==> src/rtl/mux4_rr_scheduler_pkg.sv <==
// Shared constants, state type and helpers for the four-way round-robin
// scheduler that drives a MUX4x1 select line.
package mux_sched_pkg;

  localparam int N_REQ = 4;
  localparam int SEL_W = 2;

  typedef enum logic {
    IDLE  = 1'b0,
    GRANT = 1'b1
  } state_t;

  function automatic logic [N_REQ-1:0] to_onehot(input logic [SEL_W-1:0] idx);
    logic [N_REQ-1:0] oh;
    oh = '0;
    oh[idx] = 1'b1;
    return oh;
  endfunction

endpackage

==> src/rtl/mux4_rr_scheduler_if.sv <==
// Requester-side bundle: enable and request lines in, grant/select/busy out.
interface mux4_rr_scheduler_if;
  import mux_sched_pkg::*;

  logic             en;
  logic [N_REQ-1:0] req;
  logic [N_REQ-1:0] grant;
  logic [SEL_W-1:0] sel;
  logic             busy;

  // Handshake: req[k] is held by requester k and means "route I[k]".
  // grant[k] with busy=1 means Y carries I[k] in that cycle; there is no ready.
  modport master (
    output en,
    output req,
    input  grant,
    input  sel,
    input  busy
  );

  modport slave (
    input  en,
    input  req,
    output grant,
    output sel,
    output busy
  );

endinterface

==> src/rtl/mux4_rr_scheduler_rr_pick.sv <==
// Rotating priority encoder: the search begins just above 'last' and wraps,
// so 'last' itself has the lowest priority.
module rr_pick
  import mux_sched_pkg::*;
(
  input  logic [N_REQ-1:0] req,
  input  logic [SEL_W-1:0] last,
  output logic             found,
  output logic [SEL_W-1:0] idx
);

  logic [SEL_W-1:0] pos;

  // Walk from the lowest-priority offset to the highest, so the last hit wins.
  always_comb begin
    found = 1'b0;
    idx   = '0;
    pos   = '0;
    for (int i = N_REQ; i >= 1; i--) begin
      pos = last + SEL_W'(i);
      if (req[pos]) begin
        found = 1'b1;
        idx   = pos;
      end
    end
  end

endmodule

==> src/rtl/mux4_rr_scheduler.sv <==
// Round-robin owner of a MUX4x1 channel: bounded bursts, rotation on release,
// back-to-back re-grant without an idle cycle.
module mux4_rr_scheduler
  import mux_sched_pkg::*;
#(
  parameter int HOLD_MAX = 4,
  parameter int CNT_W    = 4
) (
  input  logic                  clk,
  input  logic                  rst,
  mux4_rr_scheduler_if.slave    bus,
  output state_t                dbg_state
);

  localparam logic [CNT_W-1:0] HOLD_CNT = CNT_W'(HOLD_MAX);
  localparam logic [CNT_W-1:0] CNT_ONE  = CNT_W'(1);

  state_t           state_q, state_d;
  logic [CNT_W-1:0] cnt_q, cnt_d;
  logic [SEL_W-1:0] last_q, last_d;
  logic [SEL_W-1:0] sel_q, sel_d;
  logic [N_REQ-1:0] grant_q, grant_d;
  logic             busy_q, busy_d;

  logic [SEL_W-1:0] pick_last;
  logic             pick_found;
  logic [SEL_W-1:0] pick_idx;
  logic             rel_cond;

  // While granted, sel_q is the current owner and becomes the new pointer on release.
  assign pick_last = (state_q == GRANT) ? sel_q : last_q;

  rr_pick u_pick (
    .req   (bus.req),
    .last  (pick_last),
    .found (pick_found),
    .idx   (pick_idx)
  );

  always_ff @(posedge clk) begin
    if (rst) begin
      state_q <= IDLE;
      cnt_q   <= '0;
      last_q  <= SEL_W'(N_REQ - 1);
      sel_q   <= '0;
      grant_q <= '0;
      busy_q  <= 1'b0;
    end else begin
      state_q <= state_d;
      cnt_q   <= cnt_d;
      last_q  <= last_d;
      sel_q   <= sel_d;
      grant_q <= grant_d;
      busy_q  <= busy_d;
    end
  end

  always_comb begin
    state_d  = state_q;
    cnt_d    = cnt_q;
    last_d   = last_q;
    sel_d    = sel_q;
    grant_d  = grant_q;
    busy_d   = busy_q;
    rel_cond = 1'b0;
    case (state_q)
      IDLE: begin
        if (bus.en && pick_found) begin
          state_d = GRANT;
          grant_d = to_onehot(pick_idx);
          sel_d   = pick_idx;
          busy_d  = 1'b1;
          cnt_d   = CNT_ONE;
        end
      end
      GRANT: begin
        rel_cond = !bus.req[sel_q] || (cnt_q == HOLD_CNT) || !bus.en;
        if (rel_cond) begin
          last_d = sel_q;
          if (bus.en && pick_found) begin
            grant_d = to_onehot(pick_idx);
            sel_d   = pick_idx;
            busy_d  = 1'b1;
            cnt_d   = CNT_ONE;
          end else begin
            state_d = IDLE;
            grant_d = '0;
            busy_d  = 1'b0;
            cnt_d   = '0;
          end
        end else begin
          cnt_d = cnt_q + CNT_ONE;
        end
      end
      default: begin
        state_d = IDLE;
        grant_d = '0;
        busy_d  = 1'b0;
        cnt_d   = '0;
      end
    endcase
  end

  assign bus.grant = grant_q;
  assign bus.sel   = sel_q;
  assign bus.busy  = busy_q;
  assign dbg_state = state_q;

endmodule

==> src/flat_wrapper.sv <==
// flat-port wrapper written by rule: the top's interface ports become plain ports
module mux4_rr_scheduler_flat import mux_sched_pkg::*;
#(
  parameter int HOLD_MAX = 4,
  parameter int CNT_W    = 4
)
  (clk, rst, dbg_state, bus_en, bus_req, bus_grant, bus_sel, bus_busy);
  mux4_rr_scheduler_if bus_i ();
  input  logic clk;
  input  logic rst;
  output state_t dbg_state;
  input wire logic [$bits(bus_i.en)-1:0] bus_en;
  input wire logic [$bits(bus_i.req)-1:0] bus_req;
  output wire logic [$bits(bus_i.grant)-1:0] bus_grant;
  output wire logic [$bits(bus_i.sel)-1:0] bus_sel;
  output wire logic [$bits(bus_i.busy)-1:0] bus_busy;
  assign bus_i.en = bus_en;
  assign bus_i.req = bus_req;
  assign bus_grant = bus_i.grant;
  assign bus_sel = bus_i.sel;
  assign bus_busy = bus_i.busy;
  mux4_rr_scheduler #(.HOLD_MAX(HOLD_MAX), .CNT_W(CNT_W)) u_core (.clk(clk), .rst(rst), .bus(bus_i), .dbg_state(dbg_state));
endmodule
==> config.mk <==
export PLATFORM = sky130hd
export DESIGN_NAME = mux4_rr_scheduler_flat
export DESIGN_NICKNAME = d
export VERILOG_FILES = /design/src/rtl/mux4_rr_scheduler_pkg.sv /design/src/rtl/mux4_rr_scheduler_if.sv /design/src/rtl/mux4_rr_scheduler_rr_pick.sv /design/src/rtl/mux4_rr_scheduler.sv /design/src/flat_wrapper.sv
export SDC_FILE = /design/constraint.sdc
export NUM_CORES = 1
export LEC_CHECK = 0
export ABC_AREA = 1
export ABC_CLOCK_PERIOD_IN_PS = 2070
export CAP_MARGIN = 20
export CORE_AREA = 4 4 54 56
export CTS_BUF_LIST = sky130_fd_sc_hd__clkbuf_4 sky130_fd_sc_hd__clkbuf_8 sky130_fd_sc_hd__clkbuf_16
export DETAILED_ROUTE_END_ITERATION = 8
export DIE_AREA = 0 0 58 60
export GPL_ROUTABILITY_DRIVEN = 1
export PLACE_DENSITY_LB_ADDON = 0.1
export SLEW_MARGIN = 40
export SYNTH_ARGS = -nofsm -noshare
export SYNTH_HDL_FRONTEND = slang
export SYNTH_SLANG_ARGS = --single-unit
==> constraint.sdc <==
create_clock -name clk -period 2.07 [get_ports clk]
set_input_delay 0.414 -clock clk [delete_from_list [all_inputs] [get_ports clk]]
set_output_delay 0.414 -clock clk [all_outputs]
set_load 0.01 [all_outputs]
==> summary.txt, run 1 <==
Yosys
  – Synth area leader: dfxtp_1
  – Share of synthesized cell area in full adder, half adder and majority cells: roughly 2.7%
  – Synth Area in XOR/XNOR: 0.933%
  – Synth Area in Simple Gates: 45.7%
  – Post-Syn Nets: 155
  – Avg Cell Area, Syn: 6.43 sq um
  – Sequential share of the synthesized area: approximately 30%
  – Compound-cell area share of the yosys netlist: around 12%
  – Area contributors post-synth: dfxtp_1, nand2_1, nand3_1, a21oi_1, inv_1
  – Main combinational cell family by area after synthesis: simple AND/OR/NAND/NOR gates
  – Flops & latches, synth: 14
  – Share of the synthesized area in the top cell type: 29.9%
  – Ys Warns: 0
  – Yosys cell types: 21
  – Synthesized area: between 900 and 1000 sq um
  – Post-synthesis cell count: 146
  – Mux share of post-synthesis cell area: 0%

Drt
  – Detail-routed via count per cell: about 4.9
  – Detailed Route WL: around 2.1 mm
  – Drt pass-1 iters: 4
  – DR vias: 957
  – DRT iter0 DRCs: 31
  – Drt drc: 0
  – Avg WL per Cell: 10.9 microns
  – Antenna Nets Post-Route: 0

Timing
  – Tmin final: 1870 ps
  – Slew margin rel.: 70.7%
  – Final-report hold violation count: 0
  – Highest Clock Rate: 0.536 GHz
  – Setup WS post-layout: 204 ps
  – Final setup TNS: 0 ps
  – Post-route clock skew: 5.70 ps
  – Period utilisation layout: 90.1%
  – Final setup fails: 0
  – RSZ-0062 raised after global routing: false
  – Least-Margin Pin Slew: 438 ps
  – Max-slew violations: 0

Place
  – HPWL after detailed placement: 1.75 mm
  – Place WS: roughly 32 ps
  – Final GP Congestion: 0.825
  – IO buf count: 14

Power and ir drop
  – P_int: approximately 0.55 mW
  – Switching Share: a little under two fifths
  – PwrDens: between 700 and 800 nW/um^2
  – Register share of total power: 37.2%
  – Comb pwr share: 40.9%
  – Leakage: ~0.56 nW
  – Sw Pwr: 0.331 mW
  – Max IR drop VDD: 0.000443 V
  – Clk pwr share: between 20% and 30%

Setup path
  – CP Cell Sequence: clkdlybuf4s50_1
  – CP startpoint kind: register
  – CP Buf/Inv Count: 1
  – Crit. End Element: output pin
  – Slowest cell on the critical path: clkdlybuf4s50_1
  – CP Class: register to output pin
  – Worst r2r path cells: 12
  – Crit path max fanout: 8
  – Worst endpoint data arrival time: 1450 ps
  – Levels on crit path: 1
  – Largest delay share family, worst path: buffers and inverters
  – Delay of the slowest critical-path stage: 620 ps
  – Data required time of the worst path: roughly 1700 ps

Clock network
  – Total CTS buffers: 3
  – H-tree depth: 1
  – Clock buffer depth: 2
  – # hold bufs at CTS: 0
  – Clk sinks: 14
  – Worst-path clk slew: 90 ps
  – Clock Latency Late Sink: roughly 280 ps
  – CTS tree: done
  – Post-CTS Setup Bufs: 0
  – Clock root cell: clkbuf_4
  – Cells resized by post-CTS repair: 0

GRT
  – GRT overflow: 0
  – Vias in the first global route: 824
  – First-pass GRT wire length: 3.71 mm
  – GR Util All Layers: 13.8%
  – Initial antenna violation count: 0
  – Pin count of the biggest net entering global routing: 13

Hold path
  – Worst Hold Path Cells: 2
  – Hold Path Class: register to register

Die
  – DIE AREA: 3480 sq um
  – Effective utilization at floorplan: between 30% and 40%
  – Die H: 60 microns
  – Core area: ~2400 sq um
  – Rows: 18
  – Die span in x: 58 microns
  – # IOs: 15

Job
  – Max-cap violations: 0

Final layout
  – Area of the multi-input gates: 577 sq um
  – Most frequent cells in the layout: nand2_1, nand3_1, inv_1
  – Total Nets Final: ~180
  – Share of layout cells above drive strength 1: 15.8%
  – Fin util: 47.8%
  – Fillers: 252
  – Area Overhead vs Synth: 24.0%
  – Reg area: ~280 sq um
  – # diodes: 0
  – Most common cell after layout, fill and taps aside: nand2_1

Run status
  – Status: complete, no violations
-- through the flow --
step / instances / hold slack, ps / area [sq um] / power (mW)
global route: 195 / 509 / 1160 / 0.957
floorplan: 146 / 486 / 938 / 0.580
global placement: 191 / 471 / 1130 / 0.691
CTS: 195 / 489 / 1160 / 0.890
detailed placement: 191 / 477 / 1130 / 0.693
finish: 195 / 487 / 1160 / 0.877
-- final cells by class --
cell class	instances	share of cell area, %
Clock buffer	4	3.12
Multi-Input combinational cell	111	49.6
Tap cell	30	3.23
Inverter	20	6.67
Timing Repair Buffer	16	13.3
Sequential cell	14	24.1
-- power groups by stage --
stage	logic [mW]	registers, mW	clock network (mW)
CTS	0.362	0.326	0.202
floorplan	0.243	0.337	0
detailed placement	0.361	0.332	0
global placement	0.360	0.331	0
finish	0.359	0.326	0.193
global route	0.405	0.331	0.220
-- worst reg2reg max path, cell delays in order, from the launching register on --
cell and delay (ps):
dfxtp_1 560, inv_4 130, nand2_1 100, nand2_1 100
nand2_1 90, nand2_1 70, nand2_1 90, nand2_2 70
nor2_2 130, nand2_4 90, nand3_2 130, nand3_1 80
a21oi_1 140
-- cell usage after synthesis --
cell / count
dfxtp_1: 14
xor2_1: 1
o221ai_1: 1
o21ai_1: 1
inv_1: 17
nand3_1: 21
inv_4: 1
nor2_1: 2
nand3_2: 2
nand2_4: 4
ha_1: 2
inv_2: 2
nand2_1: 44
clkbuf_1: 1
nor2_4: 1
nor2_2: 3
and2_1: 1
nand2_2: 7
nand4_1: 1
a21oi_1: 16
o21ai_0: 4
-- registers in the layout, summed over array words and instances, names as in the netlist --
name,count
u_core.bus.grant,4
u_core.cnt_q,4
u_core.bus.sel,2
u_core.last_q,2
u_core.bus.busy,1
u_core.dbg_state,1
-- layer usage --
metal | global-route usage, % | wire length, microns | vias to the layer above
li1 | - | - | 513
met1 | 19.3 | 1090 | 430
met2 | 21.1 | 963 | 14
met3 | 3.89 | 70 | 0
met4 | 2.98 | 0 | 0
met5 | 0 | 0 | -
-- worst paths after layout --
kind,from,to,slack (ps)
worst max-delay path,u_core.dbg_state,dbg_state,200
worst min-delay path,u_core.bus.grant[2],u_core.bus.grant[2],490
worst max register to register,u_core.dbg_state,u_core.bus.grant[0],220
worst min register to register,u_core.bus.grant[2],u_core.bus.grant[2],490
-- cell families (layout without fill, tap and decap cells) --
kind of cell	count (synthesis)	count (layout)
buffers and inverters	21	40
xor gates and xnor gates	1	1
DFF	14	14
AOI/OAI and AO/OA	22	22
adders and majority gates	2	2
and+or+nand+nor	86	86
Power figures use the tool's default switching activity.
==> inputs of run 2 (changes only) <==
--- a/config.mk
+++ b/config.mk
@@ -7,11 +7,12 @@
 export LEC_CHECK = 0
 export ABC_AREA = 1
 export ABC_CLOCK_PERIOD_IN_PS = 2070
-export CAP_MARGIN = 20
-export CORE_AREA = 4 4 54 56
+export CELL_PAD_IN_SITES_DETAIL_PLACEMENT = 1
+export CELL_PAD_IN_SITES_GLOBAL_PLACEMENT = 1
+export CORE_AREA = 4 4 57 59
 export CTS_BUF_LIST = sky130_fd_sc_hd__clkbuf_4 sky130_fd_sc_hd__clkbuf_8 sky130_fd_sc_hd__clkbuf_16
 export DETAILED_ROUTE_END_ITERATION = 8
-export DIE_AREA = 0 0 58 60
+export DIE_AREA = 0 0 61 63
 export GPL_ROUTABILITY_DRIVEN = 1
 export PLACE_DENSITY_LB_ADDON = 0.1
 export SLEW_MARGIN = 40
==> summary.txt, run 2 (same netlist as run 1, synthesis figures left out) <==
Run status
  – Status: complete, no violations

Power and ir drop
  – Sw Pwr: 0.342 mW (+3.3%)
  – PwrDens: 731 nW/um^2 (-3.1%)
  – Switching Share: 40.1% (+2.4 points)
  – Leakage: 0.561 nW (+0.41%)
  – Clk pwr share: 17.7% (-4.3 points)
  – P_int: 0.511 mW (-6.5%)
  – Max IR drop VDD: 0.000401 V (-9.7%)
  – Comb pwr share: 44.0% (+3.1 points)
  – Register share of total power: 38.3% (+1.1 points)

Drt
  – DR vias: 996 (+4.1%)
  – Detail-routed via count per cell: 5.06 (+3.0%)
  – Antenna Nets Post-Route: 0 (unchanged)
  – Drt drc: 0 (unchanged)
  – Detailed Route WL: 2.61 mm (+23%)
  – Drt pass-1 iters: 4 (unchanged)
  – Avg WL per Cell: 13.3 microns (+22%)
  – DRT iter0 DRCs: 40 (+29%)

Die
  – Core area: 2710 sq um (+11%)
  – Effective utilization at floorplan: 34.6% (-4.0 points)
  – DIE AREA: 3840 sq um (+10%)
  – Die H: 63 microns (+5.0%)
  – Die span in x: 61 microns (+5.2%)
  – Rows: 19 (+1)
  – # IOs: 15 (unchanged)

Job
  – Max-cap violations: 0 (unchanged)

Timing
  – Final setup fails: 0 (unchanged)
  – RSZ-0062 raised after global routing: false
  – Worst hold slack: 487 ps (+0.191 ps)
  – Slew margin rel.: 79.9% (+9.2 points)
  – Period utilisation layout: 86.5% (-3.6 points)
  – Setup WS post-layout: 279 ps (+74.3 ps)
  – Final setup TNS: 0 ps (unchanged)
  – Highest Clock Rate: 0.558 GHz (+4.1%)
  – Tmin final: 1790 ps (-74.3 ps)
  – Post-route clock skew: 3.63 ps (-2.07 ps)
  – Least-Margin Pin Slew: 302 ps (-137 ps)
  – Final-report hold violation count: 0 (unchanged)
  – Max-slew violations: 0 (unchanged)

GRT
  – Initial antenna violation count: 0 (unchanged)
  – Pin count of the biggest net entering global routing: 11 (-2)
  – First-pass GRT wire length: 4.48 mm (+21%)
  – GR Util All Layers: 15.1% (+1.3 points)
  – GRT overflow: 0 (unchanged)
  – Vias in the first global route: 1017 (+23%)

Clock network
  – Clock buffer depth: 2 (unchanged)
  – Clock root cell: clkbuf_4
  – Total CTS buffers: 3 (unchanged)
  – H-tree depth: 1 (unchanged)
  – # hold bufs at CTS: 0 (unchanged)
  – CTS tree: done
  – Post-CTS Setup Bufs: 0 (unchanged)
  – Clock Latency Late Sink: 280 ps (about the same)
  – Worst-path clk slew: 80 ps (about the same)
  – Cells resized by post-CTS repair: 0 (unchanged)
  – Clk sinks: 14 (unchanged)

Place
  – DP Cell Count: 194 (+1.6%)
  – IO buf count: 14 (unchanged)
  – Place WS: 93.6 ps (+61.1 ps)
  – Final GP Congestion: 0.823 (-0.33%)
  – HPWL after detailed placement: 2.12 mm (+21%)

Setup path
  – CP startpoint kind: register
  – CP Buf/Inv Count: 1 (unchanged)
  – Slowest cell on the critical path: clkdlybuf4s50_1
  – CP Class: register to output pin
  – Worst endpoint data arrival time: 1380 ps (-70 ps)
  – Crit path max fanout: 8 (unchanged)
  – Largest delay share family, worst path: buffers and inverters
  – Delay of the slowest critical-path stage: 600 ps (-20 ps)
  – CP Cell Sequence: clkdlybuf4s50_1
  – Crit. End Element: output pin
  – Data required time of the worst path: 1660 ps (about the same)

Final layout
  – Most frequent cells in the layout: nand2_1, nand3_1, inv_1
  – Total Nets Final: 177 (+1.1%)
  – Finished Layout Cells: 197 (+1.0%)
  – Most common cell after layout, fill and taps aside: nand2_1
  – Share of layout cells above drive strength 1: 16.9% (+1.1 points)
  – # diodes: 0 (unchanged)
  – Area Overhead vs Synth: 24.4%
  – Fin util: 43.1% (-4.8 points)

Hold path
  – Hold Path Class: register to register
## run 2: changes by cell type in the layout (fill, tap and decap cells not counted), sizes merged
cell	change
buf	+2
clkbuf	-1
## run 2: path summary, 6_finish.rpt
path,from,endpoint,slack [ps],cells after the start
worst min register to register,u_core.bus.busy,u_core.bus.busy,490,2
worst max-delay path,u_core.bus.sel[0],bus_sel[0],280,1
worst min-delay path,u_core.bus.busy,u_core.bus.busy,490,2
worst max register to register,u_core.bus.sel[0],u_core.bus.grant[2],290,12
## run 2: cell type report
type                    count  area (sq um)
fillers                   381          1540
multi-input cells         111           577
flip-flops and latches     14           282
repair buffers             18           170
inverters                  20          77.6
well taps                  31          38.8
clock buffers               3          22.5
## run 2: per-stage QoR
stage,area [sq um],power [mW]
after floorplan,938,0.580
after global placement,1140,0.703
after detailed placement,1140,0.710
after CTS,1170,0.866
after global routing,1170,0.929
final,1170,0.853
## run 2: power groups by stage
stage	sequential, mW	clock, mW	combinational, mW
floorplan	0.337	0	0.243
global placement	0.332	0	0.371
detailed placement	0.332	0	0.378
CTS	0.326	0.159	0.380
global route	0.332	0.168	0.429
finish	0.327	0.151	0.375
## run 2: per-layer routing
layer  vias up  track usage (%)  share of wire, %
met5         -                0                 0
li1        509                -                 -
met2        20             23.3                47
met4         0             7.86               3.4
met3         9             1.86               3.5
met1       458             20.0                46
==> inputs of run 3 (changes only) <==
--- a/config.mk
+++ b/config.mk
@@ -14,7 +14,8 @@
 export DETAILED_ROUTE_END_ITERATION = 8
 export DIE_AREA = 0 0 61 63
 export GPL_ROUTABILITY_DRIVEN = 1
-export PLACE_DENSITY_LB_ADDON = 0.1
+export MAX_ROUTING_LAYER = met4
+export PLACE_DENSITY = 0.81
 export SLEW_MARGIN = 40
 export SYNTH_ARGS = -nofsm -noshare
 export SYNTH_HDL_FRONTEND = slang
==> summary.txt, run 3 (same netlist as run 1, synthesis figures left out) <==
Final layout
  – Total Nets Final: 177 (unchanged)
  – Most frequent cells in the layout: nand2_1, nand3_1, inv_1
  – Finished Layout Cells: 197 (unchanged)
  – Area Overhead vs Synth: 24.4% (unchanged)
  – Share of layout cells above drive strength 1: 16.9% (unchanged)
  – Most common cell after layout, fill and taps aside: nand2_1
  – # diodes: 0 (unchanged)
  – Fillers: 364 (-4.5%)
  – Final Cell Area: 1170 sq um (unchanged)

Place
  – Place WS: 90.4 ps (-3.18 ps)
  – Final GP Congestion: 0.938 (+14%)
  – HPWL after detailed placement: 2.17 mm (+2.4%)
  – Post-DP Area: 1140 sq um (unchanged)
  – DP Cell Count: 194 (unchanged)
  – IO buf count: 14 (unchanged)

Drt
  – DRT iter0 DRCs: 32 (-20%)
  – Drt pass-1 iters: 3 (-1)
  – Detailed Route WL: 2.64 mm (+0.92%)
  – DR vias: 1003 (+0.70%)
  – Detail-routed via count per cell: 5.09 (+0.70%)
  – Antenna Nets Post-Route: 0 (unchanged)
  – Avg WL per Cell: 13.4 microns (+0.92%)
  – Drt drc: 0 (unchanged)

Setup path
  – Crit path max fanout: 6 (-2)
  – Worst endpoint data arrival time: 1360 ps (-20 ps)
  – CP Class: register to output pin
  – CP startpoint kind: register
  – Crit. End Element: output pin
  – Data required time of the worst path: 1660 ps (about the same)

Timing
  – Least-Margin Pin Slew: 273 ps (-28.3 ps)
  – Max-slew violations: 0 (unchanged)
  – RSZ-0062 raised after global routing: false
  – Post-route clock skew: 3.85 ps (+0.226 ps)
  – Final setup fails: 0 (unchanged)
  – Slew margin rel.: 81.7% (+1.9 points)
  – Final-report hold violation count: 0 (unchanged)
  – Setup WS post-layout: 294 ps (+15.7 ps)
  – Final setup TNS: 0 ps (unchanged)
  – Highest Clock Rate: 0.563 GHz (+0.88%)
  – Tmin final: 1780 ps (-15.7 ps)
  – Period utilisation layout: 85.8% (-0.76 points)

GRT
  – Pin count of the biggest net entering global routing: 10 (-1)
  – First-pass GRT wire length: 4.63 mm (+3.4%)
  – GRT overflow: 0 (unchanged)
  – Vias in the first global route: 1095 (+7.7%)
  – Initial antenna violation count: 0 (unchanged)
  – GR Util All Layers: 15.9% (+0.81 points)

Clock network
  – Clk sinks: 14 (unchanged)
  – Clock Latency Late Sink: 280 ps (about the same)
  – H-tree depth: 1 (unchanged)
  – Clock root cell: clkbuf_4
  – CTS tree: done
  – Total CTS buffers: 3 (unchanged)
  – Post-CTS Setup Bufs: 0 (unchanged)
  – Worst-path clk slew: 80 ps (about the same)
  – Clock buffer depth: 2 (unchanged)

Die
  – DIE AREA: 3840 sq um (unchanged)
  – # IOs: 15 (unchanged)
  – Core area: 2710 sq um (unchanged)
  – Effective utilization at floorplan: 34.6% (unchanged)
  – Die H: 63 microns (unchanged)
  – Rows: 19 (unchanged)
  – Die span in x: 61 microns (unchanged)

Power and ir drop
  – PwrDens: 734 nW/um^2 (+0.46%)
  – Tot Pwr: 0.857 mW (+0.46%)
  – Leakage: 0.562 nW (+0.17%)
  – Max IR drop VDD: 0.000477 V (+19%)

Job
  – Max-cap violations: 0 (unchanged)

Hold path
  – Hold Path Class: register to register

Run status
  – Status: complete, no violations
-- run 3: final cells by class --
type,instances,area [sq um],share of cell area [%]
multi-input cells,111,577,49.4
inverters,20,77.6,6.65
repair buffers,18,170,14.6
well taps,31,38.8,3.32
clock buffers,3,22.5,1.93
flip-flops and latches,14,282,24.1
-- run 3: power by group --
group | internal (mW) | total, mW | switching [mW] | leakage, nW
Sequential | 0.298 | 0.322 | 0.0237 | 0.115
Combinational | 0.147 | 0.379 | 0.233 | 0.434
Clock | 0.0676 | 0.156 | 0.0884 | 0.0138
Total | 0.512 | 0.857 | 0.345 | 0.562
-- run 3: worst paths after layout --
path | depth (start not counted) | end | from | slack (ps)
hold / removal | 2 | u_core.bus.busy | u_core.bus.busy | 490
setup / recovery | 2 | bus_sel[0] | u_core.bus.sel[0] | 290
hold reg to reg | 2 | u_core.bus.busy | u_core.bus.busy | 490
setup reg to reg | 10 | u_core.last_q[0] | u_core.cnt_q[0] | 320
-- run 3: stage by stage --
step                      utilization [%]  hold slack [ps]
after floorplan                         -              486
after global placement               42.2              475
after detailed placement             42.2              480
after CTS                            43.0              490
after global routing                 43.1              518
final                                43.1              487
-- run 3: repair_timing --
action                                  in CTS  in global routing
endpoints found under the hold margin        0                  0
hold buffers                                 0                  0
endpoints found under the setup margin       0                  2
gates resized for setup                      0                  1
-- run 3: worst max-delay path: stages, from the launching register on --
cell             delay, ps
dfxtp_1                380
buf_4                  160
clkdlybuf4s50_1        530
-- run 3: metal layers --
metal	wire length, microns	part of all wire [%]	global-route usage [%]	up-vias
met2	1400	53	27.9	13
met1	1110	42	17.3	475
met4	51	1.9	7.05	0
met5	0	0	-	-
met3	74	2.8	1.65	6
li1	-	-	-	509
